**config.mk**
```make
export PLATFORM = sky130hd
export DESIGN_NAME = axi_read_burst_to_bram_flat
export DESIGN_NICKNAME = d
export VERILOG_FILES = /design/src/rtl/axi_burst_pkg.sv /design/src/rtl/axi_read_burst_to_bram_if.sv /design/src/rtl/axi_read_burst_to_bram.sv /design/src/flat_wrapper.sv
export SDC_FILE = /design/constraint.sdc
export NUM_CORES = 1
export LEC_CHECK = 0
export CAP_MARGIN = 20
export CORE_MARGIN = 2
export CORE_UTILIZATION = 55
export CTS_CLUSTER_DIAMETER = 200
export DETAILED_ROUTE_END_ITERATION = 10
export DONT_BUFFER_PORTS = 1
export HOLD_SLACK_MARGIN = 0.15
export PLACE_DENSITY = 0.7
export SLEW_MARGIN = 20
export SYNTH_ARGS = -nofsm -noshare
export SYNTH_HDL_FRONTEND = slang
export SYNTH_SLANG_ARGS = --single-unit
```
**constraint.sdc**
```tcl
create_clock -name m_axi_aclk -period 5.5 [get_ports m_axi_aclk]
set_input_delay 0.275 -clock m_axi_aclk [delete_from_list [all_inputs] [get_ports m_axi_aclk]]
set_output_delay 0.275 -clock m_axi_aclk [all_outputs]
set_load 0.01 [all_outputs]
```
**src/rtl/axi_burst_pkg.sv**
```systemverilog
// Shared AXI burst constants and read-FSM state encoding for the BRAM fill
// and drain burst masters.
package axi_burst_pkg;

  localparam logic [1:0] BURST_INCR  = 2'b01;
  localparam logic [2:0] SIZE_8B     = 3'b011;
  localparam logic [1:0] RESP_OKAY   = 2'b00;
  localparam logic [1:0] RESP_SLVERR = 2'b10;
  localparam logic [1:0] RESP_DECERR = 2'b11;

  // Bytes-to-beats shift for 8-byte beats
  localparam int BEAT_SHIFT = 3;

  localparam logic [1:0] RD_STATE_IDLE = 2'd0;
  localparam logic [1:0] RD_STATE_ADDR = 2'd1;
  localparam logic [1:0] RD_STATE_DATA = 2'd2;

  typedef enum logic [1:0] {
    RD_IDLE = RD_STATE_IDLE,
    RD_ADDR = RD_STATE_ADDR,
    RD_DATA = RD_STATE_DATA
  } rd_state_e;

  function automatic logic [6:0] beats_of(input logic [9:0] byte_length);
    return 7'(byte_length >> BEAT_SHIFT);
  endfunction

endpackage

```
**src/rtl/axi_read_burst_to_bram_if.sv**
```systemverilog
// AXI4 read address and read data channel bundle used by the BRAM fill master.
interface axi_read_burst_to_bram_if #(
  parameter int ADDR_WIDTH = 32,
  parameter int DATA_WIDTH = 64
);

  logic [ADDR_WIDTH-1:0] araddr;
  logic [2:0]            arprot;
  logic                  arvalid;
  logic                  arready;
  logic [7:0]            arlen;
  logic [2:0]            arsize;
  logic [1:0]            arburst;
  logic                  arlock;
  logic [DATA_WIDTH-1:0] rdata;
  logic [1:0]            rresp;
  logic                  rvalid;
  logic                  rlast;
  logic                  rready;

  modport master (
    output araddr, arprot, arvalid, arlen, arsize, arburst, arlock, rready,
    input  arready, rdata, rresp, rvalid, rlast
  );

  modport slave (
    input  araddr, arprot, arvalid, arlen, arsize, arburst, arlock, rready,
    output arready, rdata, rresp, rvalid, rlast
  );

endinterface

```
**src/rtl/axi_read_burst_to_bram.sv**
```systemverilog
// AXI4 INCR read-burst master: fetches up to 127 64-bit beats and writes them
// into a local BRAM at consecutive word indices, with busy/done/error status.
module axi_read_burst_to_bram
  import axi_burst_pkg::*;
#(
  parameter int C_M_AXI_ADDR_WIDTH = 32,
  parameter int C_M_AXI_DATA_WIDTH = 64
) (
  input  logic                          m_axi_aclk,
  input  logic                          m_axi_aresetn,
  axi_read_burst_to_bram_if.master      m_axi,
  input  logic                          run,
  input  logic [C_M_AXI_ADDR_WIDTH-1:0] start_addr,
  input  logic [9:0]                    byte_length,
  output logic                          busy,
  output logic                          done,
  output logic                          error,
  output logic                          bram_write_enable,
  output logic [9:0]                    bram_write_index,
  output logic [C_M_AXI_DATA_WIDTH-1:0] bram_write_data
);

  rd_state_e state_q, state_d;

  logic [6:0]                    req_beats;
  logic                          accept_run;
  logic                          beat_fire;
  logic                          last_beat;
  logic                          resp_err;
  logic [6:0]                    beat_cnt_q;
  logic [9:0]                    write_idx_q;
  logic [C_M_AXI_ADDR_WIDTH-1:0] araddr_q;
  logic [7:0]                    arlen_q;
  logic                          error_q;
  logic                          done_q;
  logic                          bram_we_q;
  logic [9:0]                    bram_idx_q;
  logic [C_M_AXI_DATA_WIDTH-1:0] bram_data_q;

  assign req_beats = beats_of(byte_length);
  assign resp_err  = (m_axi.rresp == RESP_SLVERR) || (m_axi.rresp == RESP_DECERR);

  always_comb begin
    state_d    = state_q;
    accept_run = 1'b0;
    beat_fire  = 1'b0;
    last_beat  = 1'b0;
    case (state_q)
      RD_IDLE: begin
        if (run && (req_beats != 7'd0)) begin
          accept_run = 1'b1;
          state_d    = RD_ADDR;
        end
      end
      RD_ADDR: begin
        if (m_axi.arready) state_d = RD_DATA;
      end
      RD_DATA: begin
        // rready is high for the whole of DATA, so rvalid alone is a handshake
        if (m_axi.rvalid) begin
          beat_fire = 1'b1;
          if ((beat_cnt_q == 7'd0) || m_axi.rlast) begin
            last_beat = 1'b1;
            state_d   = RD_IDLE;
          end
        end
      end
      default: state_d = RD_IDLE;
    endcase
  end

  always_ff @(posedge m_axi_aclk or negedge m_axi_aresetn) begin
    if (!m_axi_aresetn) state_q <= RD_IDLE;
    else                state_q <= state_d;
  end

  always_ff @(posedge m_axi_aclk or negedge m_axi_aresetn) begin
    if (!m_axi_aresetn) begin
      araddr_q    <= '0;
      arlen_q     <= '0;
      beat_cnt_q  <= '0;
      write_idx_q <= '0;
      error_q     <= 1'b0;
      done_q      <= 1'b0;
      bram_we_q   <= 1'b0;
      bram_idx_q  <= '0;
      bram_data_q <= '0;
    end else begin
      bram_we_q <= beat_fire;
      done_q    <= last_beat;
      if (accept_run) begin
        araddr_q    <= start_addr;
        arlen_q     <= {1'b0, req_beats - 7'd1};
        beat_cnt_q  <= req_beats - 7'd1;
        write_idx_q <= '0;
        error_q     <= 1'b0;
      end
      if (beat_fire) begin
        bram_idx_q  <= write_idx_q;
        bram_data_q <= m_axi.rdata;
        write_idx_q <= write_idx_q + 10'd1;
        if (!last_beat) beat_cnt_q <= beat_cnt_q - 7'd1;
        if (resp_err) error_q <= 1'b1;
        // An rlast that disagrees with our own count is a protocol error
        if (last_beat && (m_axi.rlast != (beat_cnt_q == 7'd0))) error_q <= 1'b1;
      end
    end
  end

  assign m_axi.araddr  = araddr_q;
  assign m_axi.arlen   = arlen_q;
  assign m_axi.arprot  = 3'b000;
  assign m_axi.arsize  = SIZE_8B;
  assign m_axi.arburst = BURST_INCR;
  assign m_axi.arlock  = 1'b0;
  assign m_axi.arvalid = (state_q == RD_ADDR);
  assign m_axi.rready  = (state_q == RD_DATA);

  assign busy              = (state_q != RD_IDLE);
  assign done              = done_q;
  assign error             = error_q;
  assign bram_write_enable = bram_we_q;
  assign bram_write_index  = bram_idx_q;
  assign bram_write_data   = bram_data_q;

endmodule

```
**src/flat_wrapper.sv**
```systemverilog
// flat-port wrapper written by rule: the top's interface ports become plain ports
module axi_read_burst_to_bram_flat import axi_burst_pkg::*;
#(
  parameter int C_M_AXI_ADDR_WIDTH = 32,
  parameter int C_M_AXI_DATA_WIDTH = 64
)
  (m_axi_aclk, m_axi_aresetn, run, start_addr, byte_length, busy, done, error, bram_write_enable, bram_write_index, bram_write_data, m_axi_araddr, m_axi_arprot, m_axi_arvalid, m_axi_arlen, m_axi_arsize, m_axi_arburst, m_axi_arlock, m_axi_rready, m_axi_arready, m_axi_rdata, m_axi_rresp, m_axi_rvalid, m_axi_rlast);
  axi_read_burst_to_bram_if #(.ADDR_WIDTH(32), .DATA_WIDTH(64)) m_axi_i ();
  input  logic m_axi_aclk;
  input  logic m_axi_aresetn;
  input  logic run;
  input  logic [C_M_AXI_ADDR_WIDTH-1:0] start_addr;
  input  logic [9:0] byte_length;
  output logic busy;
  output logic done;
  output logic error;
  output logic bram_write_enable;
  output logic [9:0] bram_write_index;
  output logic [C_M_AXI_DATA_WIDTH-1:0] bram_write_data;
  output wire logic [$bits(m_axi_i.araddr)-1:0] m_axi_araddr;
  output wire logic [$bits(m_axi_i.arprot)-1:0] m_axi_arprot;
  output wire logic [$bits(m_axi_i.arvalid)-1:0] m_axi_arvalid;
  output wire logic [$bits(m_axi_i.arlen)-1:0] m_axi_arlen;
  output wire logic [$bits(m_axi_i.arsize)-1:0] m_axi_arsize;
  output wire logic [$bits(m_axi_i.arburst)-1:0] m_axi_arburst;
  output wire logic [$bits(m_axi_i.arlock)-1:0] m_axi_arlock;
  output wire logic [$bits(m_axi_i.rready)-1:0] m_axi_rready;
  input wire logic [$bits(m_axi_i.arready)-1:0] m_axi_arready;
  input wire logic [$bits(m_axi_i.rdata)-1:0] m_axi_rdata;
  input wire logic [$bits(m_axi_i.rresp)-1:0] m_axi_rresp;
  input wire logic [$bits(m_axi_i.rvalid)-1:0] m_axi_rvalid;
  input wire logic [$bits(m_axi_i.rlast)-1:0] m_axi_rlast;
  assign m_axi_araddr = m_axi_i.araddr;
  assign m_axi_arprot = m_axi_i.arprot;
  assign m_axi_arvalid = m_axi_i.arvalid;
  assign m_axi_arlen = m_axi_i.arlen;
  assign m_axi_arsize = m_axi_i.arsize;
  assign m_axi_arburst = m_axi_i.arburst;
  assign m_axi_arlock = m_axi_i.arlock;
  assign m_axi_rready = m_axi_i.rready;
  assign m_axi_i.arready = m_axi_arready;
  assign m_axi_i.rdata = m_axi_rdata;
  assign m_axi_i.rresp = m_axi_rresp;
  assign m_axi_i.rvalid = m_axi_rvalid;
  assign m_axi_i.rlast = m_axi_rlast;
  axi_read_burst_to_bram #(.C_M_AXI_ADDR_WIDTH(C_M_AXI_ADDR_WIDTH), .C_M_AXI_DATA_WIDTH(C_M_AXI_DATA_WIDTH)) u_core (.m_axi_aclk(m_axi_aclk), .m_axi_aresetn(m_axi_aresetn), .m_axi(m_axi_i), .run(run), .start_addr(start_addr), .byte_length(byte_length), .busy(busy), .done(done), .error(error), .bram_write_enable(bram_write_enable), .bram_write_index(bram_write_index), .bram_write_data(bram_write_data));
endmodule
```
==> results.py, run 1 <==
metrics = {
    "run_status": {
        "status": "finished, final reports clean",
    },
    "timing": {
        "finalSetupTns_ns": 0,
        "finalCriticalPeriod_ns": 2.879,
        "setup-violations-final": 0,
        "hold_viol_final": 0,
        "rsz0062_at_grt": "no",
        "max_freq_ghz": 0.3474,
        "min_period_over_period_pct": 52.34,
        "drv_slew": 0,
        "slew_headroom_pct": 40.15,
        "finClkSkew_ns": 0.006668,
        "tightest_slew_ns": 0.8977,
    },
    "synthesis": {
        "synth-edff-count": 0,
        "synth_cell_types": 40,
        "yosys_warnings": 0,
        "yosysSeqAreaShare_pct": 61.14,
        "syn_avg_cell_area_um2": 8.970,
        "synthFlopType": "dfrtp_1",
        "async_reset_ff_share_pct": 100.0,
        "synth.cell_area_um2": 5525,
        "synthCells": 616,
        "synth-seq-cells": 135,
    },
    "setup_path": {
        "worstPathMaxFanout": 26,
        "endpoint_kind": "flop",
        "crit_path_start_kind": "flop",
        "cp_slowest_cell": "dlygate4sd3_1",
        "cp.required_ns": 5.96,
        "path_class": "flop to flop",
        "rr_worst_depth": 6,
        "worstPathCellList": "nor3b_1, o31a_1, buf_4, o21ai_0, dlygate4sd3_1, nand2_1",
        "critPathArrivalTime_ns": 3.33,
        "cpPeakStageDelay_ns": 0.59,
    },
    "finish": {
        "nFillCells": 598,
        "final_cell_mix": "341 x nand2_1, 135 x dfrtp_1, 130 x dlygate4sd3_1, 16 x clkbuf_16, 13 x nand3_1",
        "layout_commonest_cell": "nand2_1",
        "diodes": 0,
        "final_layout_size_suffix_gt1_share_pct": 5.452,
        "final_area_um2": 7421,
        "postLayoutCoreUtil_pct": 75.92,
        "final_nets": 858,
        "register_area_um2": 3378,
        "instances_no_fill": 885,
        "multi_input_area_um2": 1938,
        "area_delta_synth_final_pct": 34.31,
    },
    "grt": {
        "grt_use_total_pct": 27.79,
        "grt_first_pass_wirelength_um": 23900,
        "grt.overflow.total": 0,
        "antenna_found_initial": 0,
        "grt_max_degree": 136,
        "grt_pass1_vias": 4796,
    },
    "placed_design": {
        "placed_area_um2": 5547,
        "gp_congestion": 0.7568,
        "dp_hpwl_um": 7707,
        "numPlacedInstances": 722,
        "portBuffers": 0,
    },
    "clock_network": {
        "cts_buffer_depth": 2,
        "cts_buffers": 17,
        "path_clk_slew_ns": 0.06,
        "cts_sinks": 135,
        "cts-root-buf": "clkbuf_8",
        "clkLatencyLatePin_ns": 0.52,
        "cts_tree": "yes",
        "cts_setup_buffers": 0,
        "htreeDepth": 4,
    },
    "drt": {
        "first_iter_violations": 407,
        "vias": 4711,
        "antenna_left": 0,
        "drtPass1Iterations": 5,
        "drc": 0,
        "via_per_inst": 5.323,
        "wl_um": 14630,
        "post_drt_wl_per_cell_um": 16.53,
    },
    "floorplan": {
        "ioPinCount": 243,
        "die_x_um": 104.2,
        "start_util_pct": 56.53,
        "rows": 36,
        "dieArea_um2": 10860,
        "die-height_um": 104.2,
        "core_um2": 9774,
    },
    "min_path": {
        "holdPathStages": 3,
        "hold_class": "primary input to flop",
    },
    "flow_run": {
        "max_cap_violations": 0,
    },
    "power": {
        "p_per_area_nw_per_um2": 519.0,
        "ir_drop_v": 0.0002939,
        "leakagePower_nw": 3.806,
    },
}
==> worst max-delay path, delay by kind of cell (launching register included) <==
family	cells	cell delay [ns]
AND/OR/NAND/NOR	2	0.64
AO/OA/AOI/OAI	2	0.77
flip-flops	1	0.43
buffers and inverters	2	0.96
==> final timing paths <==
path                                  startpoint                    endpoint  slack [ns]
setup / recovery               u_core.state_q[0]       u_core.m_axi.arlen[5]        2.62
hold / removal                    byte_length[4]        u_core.beat_cnt_q[5]        0.20
setup reg to reg               u_core.state_q[0]       u_core.m_axi.arlen[5]        2.62
hold reg to reg            u_core.write_idx_q[8]       u_core.write_idx_q[8]        0.48
max in group asynchronous          m_axi_aresetn      u_core.m_axi.araddr[7]        4.58
min in group asynchronous          m_axi_aresetn  u_core.bram_write_data[40]        0.43
==> final cells by class <==
| cell class | instances | share of cell area [%] |
|---|---|---|
| Sequential cell | 135 | 45.52 |
| Multi-Input combinational cell | 441 | 26.12 |
| Timing Repair Buffer | 135 | 18.31 |
| Clock buffer | 18 | 5.631 |
| Tap cell | 133 | 2.242 |
| Clock inverter | 14 | 1.720 |
| Inverter | 9 | 0.4552 |
==> through the flow <==
stage / power (mW) / setup slack (ns) / hold slack [ns]
after global routing: 4.100 / 2.462 / 0.2271
after global placement: 2.531 / 2.934 / -0.01802
final: 3.851 / 2.621 / 0.1977
after CTS: 3.816 / 2.677 / 0.1623
after floorplan: 2.383 / 3.661 / -0.02059
after detailed placement: 2.587 / 2.842 / -0.01785
==> state kept, by name, summed over array words and instances (netlist names) <==
name                      count
u_core.bram_write_data       64
u_core.error                  1
u_core.write_idx_q           10
u_core.bram_write_index      10
u_core.state_q                2
u_core.m_axi.arlen            7
u_core.done                   1
u_core.beat_cnt_q             7
u_core.m_axi.araddr          32
u_core.bram_write_enable      1
==> timing repair <==
action / 4_1_cts / 5_1_grt
hold endpoints to repair: 247 / 0
resized for setup: 0 / 0
hold buffers: 131 / 0
==> synth_stat cells (all sizes together) (4+ instances only) <==
library cell / number / share of area, %
buf: 28 / 3.0
a21oi: 5 / 0.45
o211ai: 4 / 0.54
inv: 9 / 0.61
dfrtp: 135 / 61
clkbuf: 11 / 0.75
nor2: 9 / 0.61
nand3: 13 / 1.2
nand2: 341 / 23
ha: 5 / 1.1
o21ai: 7 / 0.63
==> metal layers <==
metal	track usage [%]	up-vias	part of all wire, %
met3	10.40	27	8.1
met5	0	-	0
met4	10.52	0	1.7
li1	-	2172	-
met1	32.00	2290	38
met2	47.32	222	52
==> cell families after synthesis <==
family	count (synthesis)	synth area share, %
compound gates	33	4.393
xor+xnor	3	0.4756
fa+ha+maj	5	1.132
buf+inv	48	4.325
flops	135	61.14
mux	3	0.5435
other cells	2	0.1359
simple gates	387	27.85
==> power breakdown <==
| part | switching (mW) | internal, mW |
|---|---|---|
| clock | 0.441 | 0.601 |
| combinational | 0.528 | 0.391 |
| sequential | 0.495 | 1.40 |
No activity file was read; power rests on OpenSTA's default activity.
==> run 2: changes to the inputs <==
==> constraint.sdc (replaced) <==
create_clock -name m_axi_aclk -period 2.8 [get_ports m_axi_aclk]
set_input_delay 0.14 -clock m_axi_aclk [delete_from_list [all_inputs] [get_ports m_axi_aclk]]
set_output_delay 0.14 -clock m_axi_aclk [all_outputs]
set_load 0.01 [all_outputs]
==> run 2 against run 1 <==
  * The flow now finishes with violations (hold timing)
  * Critical path depth grew 1
  * Non-clock buffer count grew 17
  * Sequential power increased by 96%
  * Fmax is 11% higher
  * Global-route usage rose by 0.42 points
  * Clock skew up 0.0016 ns
  * Combinational power is 86% higher
  * Via count up 1.5%
  * Critical endpoint is now u_core.error
  * Largest power group unchanged
==> results.py, run 2 (synthesis gave the netlist of run 1 again) <==
metrics = {
    "drt": {
        "vias": 4781,
        "drc": 0,
        "via_per_inst": 5.300,
        "post_drt_wl_per_cell_um": 16.59,
        "wl_um": 14960,
        "antenna_left": 0,
        "first_iter_violations": 454,
        "drtPass1Iterations": 6,
    },
    "finish": {
        "layout_commonest_cell": "nand2_1",
        "final_nets": 875,
        "largest_reg_flops": 64,
        "nFillCells": 562,
        "final_cell_mix": "341 x nand2_1, 143 x dlygate4sd3_1, 135 x dfrtp_1, 16 x clkbuf_16, 13 x nand3_1",
        "area_delta_synth_final_pct": 37.77,
        "final_layout_size_suffix_gt1_share_pct": 5.859,
    },
    "setup_path": {
        "path_delay_family": "buffers and inverters",
        "path_class": "flop to flop",
        "cpPeakStageDelay_ns": 0.60,
        "critPathArrivalTime_ns": 2.98,
        "reg2reg_from": "u_core.beat_cnt_q[4]",
        "rrSetupSlack_ns": 0.22,
        "rr_worst_depth": 7,
        "endpoint_kind": "flop",
        "crit_top_cell": "dlygate4sd3_1",
        "cp.required_ns": 3.20,
        "timing.rr.end": "u_core.error",
        "worstPathMaxFanout": 5,
        "worstPathCellList": "nor3_1, nand3_1, ha_1, a21oi_1, dlygate4sd3_1, o21ai_0, dlygate4sd3_1",
        "crit_buf_inv": 2,
        "cp_slowest_cell": "dlygate4sd3_1",
        "startpoint": "u_core.beat_cnt_q[4]",
        "crit_path_start_kind": "flop",
    },
    "floorplan": {
        "rows": 36,
        "die-height_um": 104.2,
        "core_um2": 9774,
        "dieArea_um2": 10860,
        "die_x_um": 104.2,
        "ioPinCount": 243,
        "start_util_pct": 56.53,
    },
    "grt": {
        "grt_first_pass_wirelength_um": 24250,
        "gr-usage-met1_pct": 31.86,
        "grt_pass1_vias": 4958,
        "grt.overflow.total": 0,
        "grt_max_degree": 136,
        "globalRouteMet3Util_pct": 9.273,
        "met2_usage_pct": 49.44,
        "antenna_found_initial": 0,
        "grt_use_total_pct": 28.21,
        "grt.busiest_layer": "met2",
    },
    "timing": {
        "finalCriticalPeriod_ns": 2.583,
        "slew_headroom_pct": 41.62,
        "tightest_slew_ns": 0.8756,
        "min_period_over_period_pct": 92.26,
        "rsz0062_at_grt": "no",
        "drv_slew": 0,
        "finalSetupTns_ns": 0,
        "setup-violations-final": 0,
        "max_freq_ghz": 0.3871,
        "whs_ns": -0.6818,
        "hold_viol_final": 135,
        "finClkSkew_ns": 0.008232,
    },
    "clock_network": {
        "cts_buffer_depth": 2,
        "ctsHoldBuffers": 143,
        "cts-root-buf": "clkbuf_8",
        "path_clk_slew_ns": 0.06,
        "clkLatencyLatePin_ns": 0.51,
        "cts_tree": "yes",
        "cts_buffers": 17,
        "cts_setup_buffers": 0,
        "cts_sinks": 135,
        "cts-resized-gates": 0,
        "htreeDepth": 4,
    },
    "power": {
        "ir_drop_v": 0.0006647,
        "leakagePower_nw": 3.827,
        "power_mw": 7.630,
        "p_per_area_nw_per_um2": 1002,
    },
    "run_status": {
        "status": "complete, but fails checks",
        "violations": "hold timing",
    },
    "flow_run": {
        "max_cap_violations": 0,
    },
    "placed_design": {
        "portBuffers": 0,
        "dp_hpwl_um": 8012,
        "gp_congestion": 0.7259,
    },
    "min_path": {
        "hold_class": "primary input to asynchronous set/reset pin",
    },
}
==> run 2: cell count changes in the layout (fill, tap and decap cells not counted), sizes merged <==
| cell | change |
|---|---|
| clkbuf | +1 |
| diode | +1 |
| dlygate4sd3 | +13 |
| buf | +4 |
| clkinvlp | -3 |
| clkinv | +2 |
| bufinv | +2 |
| inv | -3 |
==> run 2: stage by stage <==
| step | setup WS, ns | util (%) | std cells | instance area, µm² | hold WS (ns) |
|---|---|---|---|---|---|
| floorplan | 0.9614 | - | 624 | 5555 | -0.1556 |
| global placement | 0.7408 | 57.13 | 727 | 5584 | -0.1530 |
| detailed placement | 0.7097 | 57.13 | 727 | 5584 | -0.1526 |
| CTS | 0.2863 | 77.85 | 901 | 7610 | -0.7039 |
| global route | 0.07111 | 77.85 | 901 | 7610 | -0.7096 |
| finish | 0.2168 | 77.88 | 902 | 7612 | -0.6818 |
==> run 2: layer usage <==
layer / wire (µm) / part of all wire, % / vias up
li1: - / - / 2200
met1: 5640 / 38 / 2312
met2: 7821 / 52 / 233
met3: 1132 / 7.6 / 36
met4: 369 / 2.5 / 0
met5: 0 / 0 / -
==> run 2: area by class of cell <==
cell class | instances | area, µm² | area share, %
sequential | 135 | 3378 | 44.38
timing repair buffer | 152 | 1499 | 19.69
clock inverter | 12 | 152.6 | 2.005
multi-input combinational | 441 | 1938 | 25.46
inverter | 9 | 33.78 | 0.4438
antenna | 1 | 2.502 | 0.03287
tap | 133 | 166.4 | 2.186
clock buffer | 19 | 441.7 | 5.802
==> run 2: power breakdown <==
part           internal (mW)  switching [mW]
Combinational          0.720           0.994
Sequential              2.74           0.965
Clock                   1.39           0.814
==> run 2: how the worst max path moves through the flow <==
stage,cells past startpoint,slack [ns],endpoint
global placement,5,0.74,u_core.beat_cnt_q[3]
CTS,7,0.29,u_core.error
global route,8,0.07,u_core.error
finish,7,0.22,u_core.error
floorplan,7,0.96,u_core.beat_cnt_q[3]
detailed placement,5,0.71,u_core.beat_cnt_q[3]
==> run 3: changes to the inputs <==
--- a/config.mk
+++ b/config.mk
@@ -6,7 +6,6 @@
 export NUM_CORES = 1
 export LEC_CHECK = 0
 export CAP_MARGIN = 20
-export CORE_MARGIN = 2
 export CORE_UTILIZATION = 55
 export CTS_CLUSTER_DIAMETER = 200
 export DETAILED_ROUTE_END_ITERATION = 10
==> run 3 against run 2 <==
  * The run still ends with hold timing left
  * Cell area fell by 4.8%
  * Clock power shrank 6%
  * Clock skew barely moved
  * First-iteration DRC count decreased by 68%
  * Die area decreased by 3.8%
  * Combinational power fell by 8%
  * Register-to-register slack improved by 0.03 ns
  * Sequential power hardly changed
  * Fmax is 1.0% higher
  * Power decreased by 3.9%
==> results.py, run 3 (synthesis gave the netlist of run 1 again) <==
metrics = {
    "finish": {
        "final_layout_size_suffix_gt1_share_pct": 5.578,
        "largest_reg_flops": 64,
        "area_delta_synth_final_pct": 31.20,
        "diodes": 0,
        "layout_commonest_cell": "nand2_1",
        "final_area_um2": 7249,
        "nFillCells": 629,
        "final_nets": 842,
        "final_cell_mix": "341 x nand2_1, 135 x dfrtp_1, 112 x dlygate4sd3_1, 16 x clkbuf_16, 13 x nand3_1",
    },
    "placed_design": {
        "portBuffers": 0,
        "gp_congestion": 0.7749,
        "placed_area_um2": 5569,
        "dp_hpwl_um": 7613,
    },
    "setup_path": {
        "cp_slowest_cell": "dlygate4sd3_1",
        "crit_buf_inv": 4,
        "worstPathMaxFanout": 5,
        "critPathArrivalTime_ns": 2.95,
        "cp.required_ns": 3.19,
        "endpoint_kind": "flop",
        "cpPeakStageDelay_ns": 0.59,
        "path_delay_family": "buffers and inverters",
        "worstPathCellList": "inv_1, ha_1, nand3_1, ha_1, inv_1, a21oi_1, dlygate4sd3_1, o21ai_0, dlygate4sd3_1",
        "path_class": "flop to flop",
        "crit_path_start_kind": "flop",
    },
    "run_status": {
        "violations": "hold timing",
        "status": "complete, but fails checks",
    },
    "grt": {
        "grt_use_total_pct": 25.28,
        "grt_pass1_vias": 4493,
        "grt_max_degree": 136,
        "grt_first_pass_wirelength_um": 20060,
        "antenna_found_initial": 0,
        "grt.overflow.total": 0,
    },
    "timing": {
        "drv_slew": 0,
        "finalSetupTns_ns": 0,
        "whs_ns": -0.6803,
        "slew_headroom_pct": 44.22,
        "hold_viol_final": 135,
        "finClkSkew_ns": 0.008589,
        "min_period_over_period_pct": 91.33,
        "finalCriticalPeriod_ns": 2.557,
        "max_freq_ghz": 0.3911,
        "rsz0062_at_grt": "no",
        "tightest_slew_ns": 0.8368,
        "setup-violations-final": 0,
    },
    "drt": {
        "drc": 0,
        "first_iter_violations": 145,
        "antenna_left": 0,
        "wl_um": 13350,
        "vias": 4480,
        "drtPass1Iterations": 4,
        "post_drt_wl_per_cell_um": 15.38,
        "via_per_inst": 5.161,
    },
    "flow_run": {
        "max_cap_violations": 0,
    },
    "clock_network": {
        "cts-root-buf": "clkbuf_8",
        "cts_buffer_depth": 2,
        "path_clk_slew_ns": 0.06,
        "cts_buffers": 17,
        "clkLatencyLatePin_ns": 0.51,
        "ctsHoldBuffers": 112,
        "cts_sinks": 135,
        "cts_tree": "yes",
        "htreeDepth": 4,
    },
    "min_path": {
        "hold_class": "primary input to asynchronous set/reset pin",
    },
    "floorplan": {
        "dieArea_um2": 10450,
        "core_um2": 9774,
        "die_x_um": 102.2,
        "start_util_pct": 56.53,
        "ioPinCount": 243,
        "rows": 36,
        "die-height_um": 102.2,
    },
    "power": {
        "ir_drop_v": 0.0006674,
        "p_per_area_nw_per_um2": 1012,
        "leakagePower_nw": 3.753,
    },
}
-- run 3: changes by cell type in the layout (fill, tap and decap cells not counted) --
cell	change
clkinvlp_4	-3
buf_4	-2
bufinv_16	-1
diode_2	-1
dlygate4sd3_1	-31
clkinv_2	+2
nor3_2	+1
clkinv_4	-1
nor3_1	-1
clkbuf_1	+3
-- run 3: worst paths after layout --
path / start / to / slack (ns) / cells after the start
min in group m_axi_aclk: byte_length[9] / u_core.write_idx_q[1] / 0.16 / 2
hold / removal: m_axi_aresetn / u_core.bram_write_data[22] / -0.68 / 0
setup / recovery: u_core.beat_cnt_q[0] / u_core.error / 0.24 / 9
hold reg to reg: u_core.write_idx_q[8] / u_core.write_idx_q[8] / 0.48 / 1
max in group asynchronous: m_axi_aresetn / u_core.bram_write_data[4] / 3.27 / 0
setup reg to reg: u_core.beat_cnt_q[0] / u_core.error / 0.24 / 9
-- run 3: layout make-up --
cell class	count	area [µm²]	share of cell area, %
inverters	9	33.78	0.4660
well taps	133	166.4	2.295
repair buffers	119	1174	16.19
multi-input cells	441	1943	26.80
clock buffers	22	452.9	6.248
clock inverters	9	101.3	1.398
flip-flops and latches	135	3378	46.60
-- run 3: power breakdown --
group          total, mW  switching, mW  internal, mW
clock network       2.07          0.765          1.30
logic               1.57          0.948         0.623
registers           3.70          0.956          2.74
total               7.34           2.67          4.67
-- run 3: what timing repair did --
item                       4_1_cts  5_1_grt
setup endpoints to repair        0        1
buffers inserted                 0        0
hold endpoints to repair       258      135
gates resized for setup          0        1
-- run 3: stage by stage --
| stage | total power [mW] | utilization, % | cells | hold slack [ns] | worst slack, ns |
|---|---|---|---|---|---|
| after global placement | 4.982 | 56.98 | 725 | -0.1520 | 0.7918 |
| final | 7.335 | 74.17 | 868 | -0.6803 | 0.2429 |
| after CTS | 7.330 | 74.12 | 868 | -0.7000 | 0.1775 |
| after global routing | 7.807 | 74.17 | 868 | -0.7076 | 0.06277 |
| after detailed placement | 5.103 | 56.98 | 725 | -0.1523 | 0.7067 |
| after floorplan | 4.681 | - | 624 | -0.1556 | 0.9614 |
-- run 3: per-layer routing --
metal	vias to the layer above	track usage, %	share of wire, %
met1	2118	27.31	39
met2	203	44.09	51
li1	2133	-	-
met5	-	0	0
met3	26	9.713	8.6
met4	0	11.21	2.0
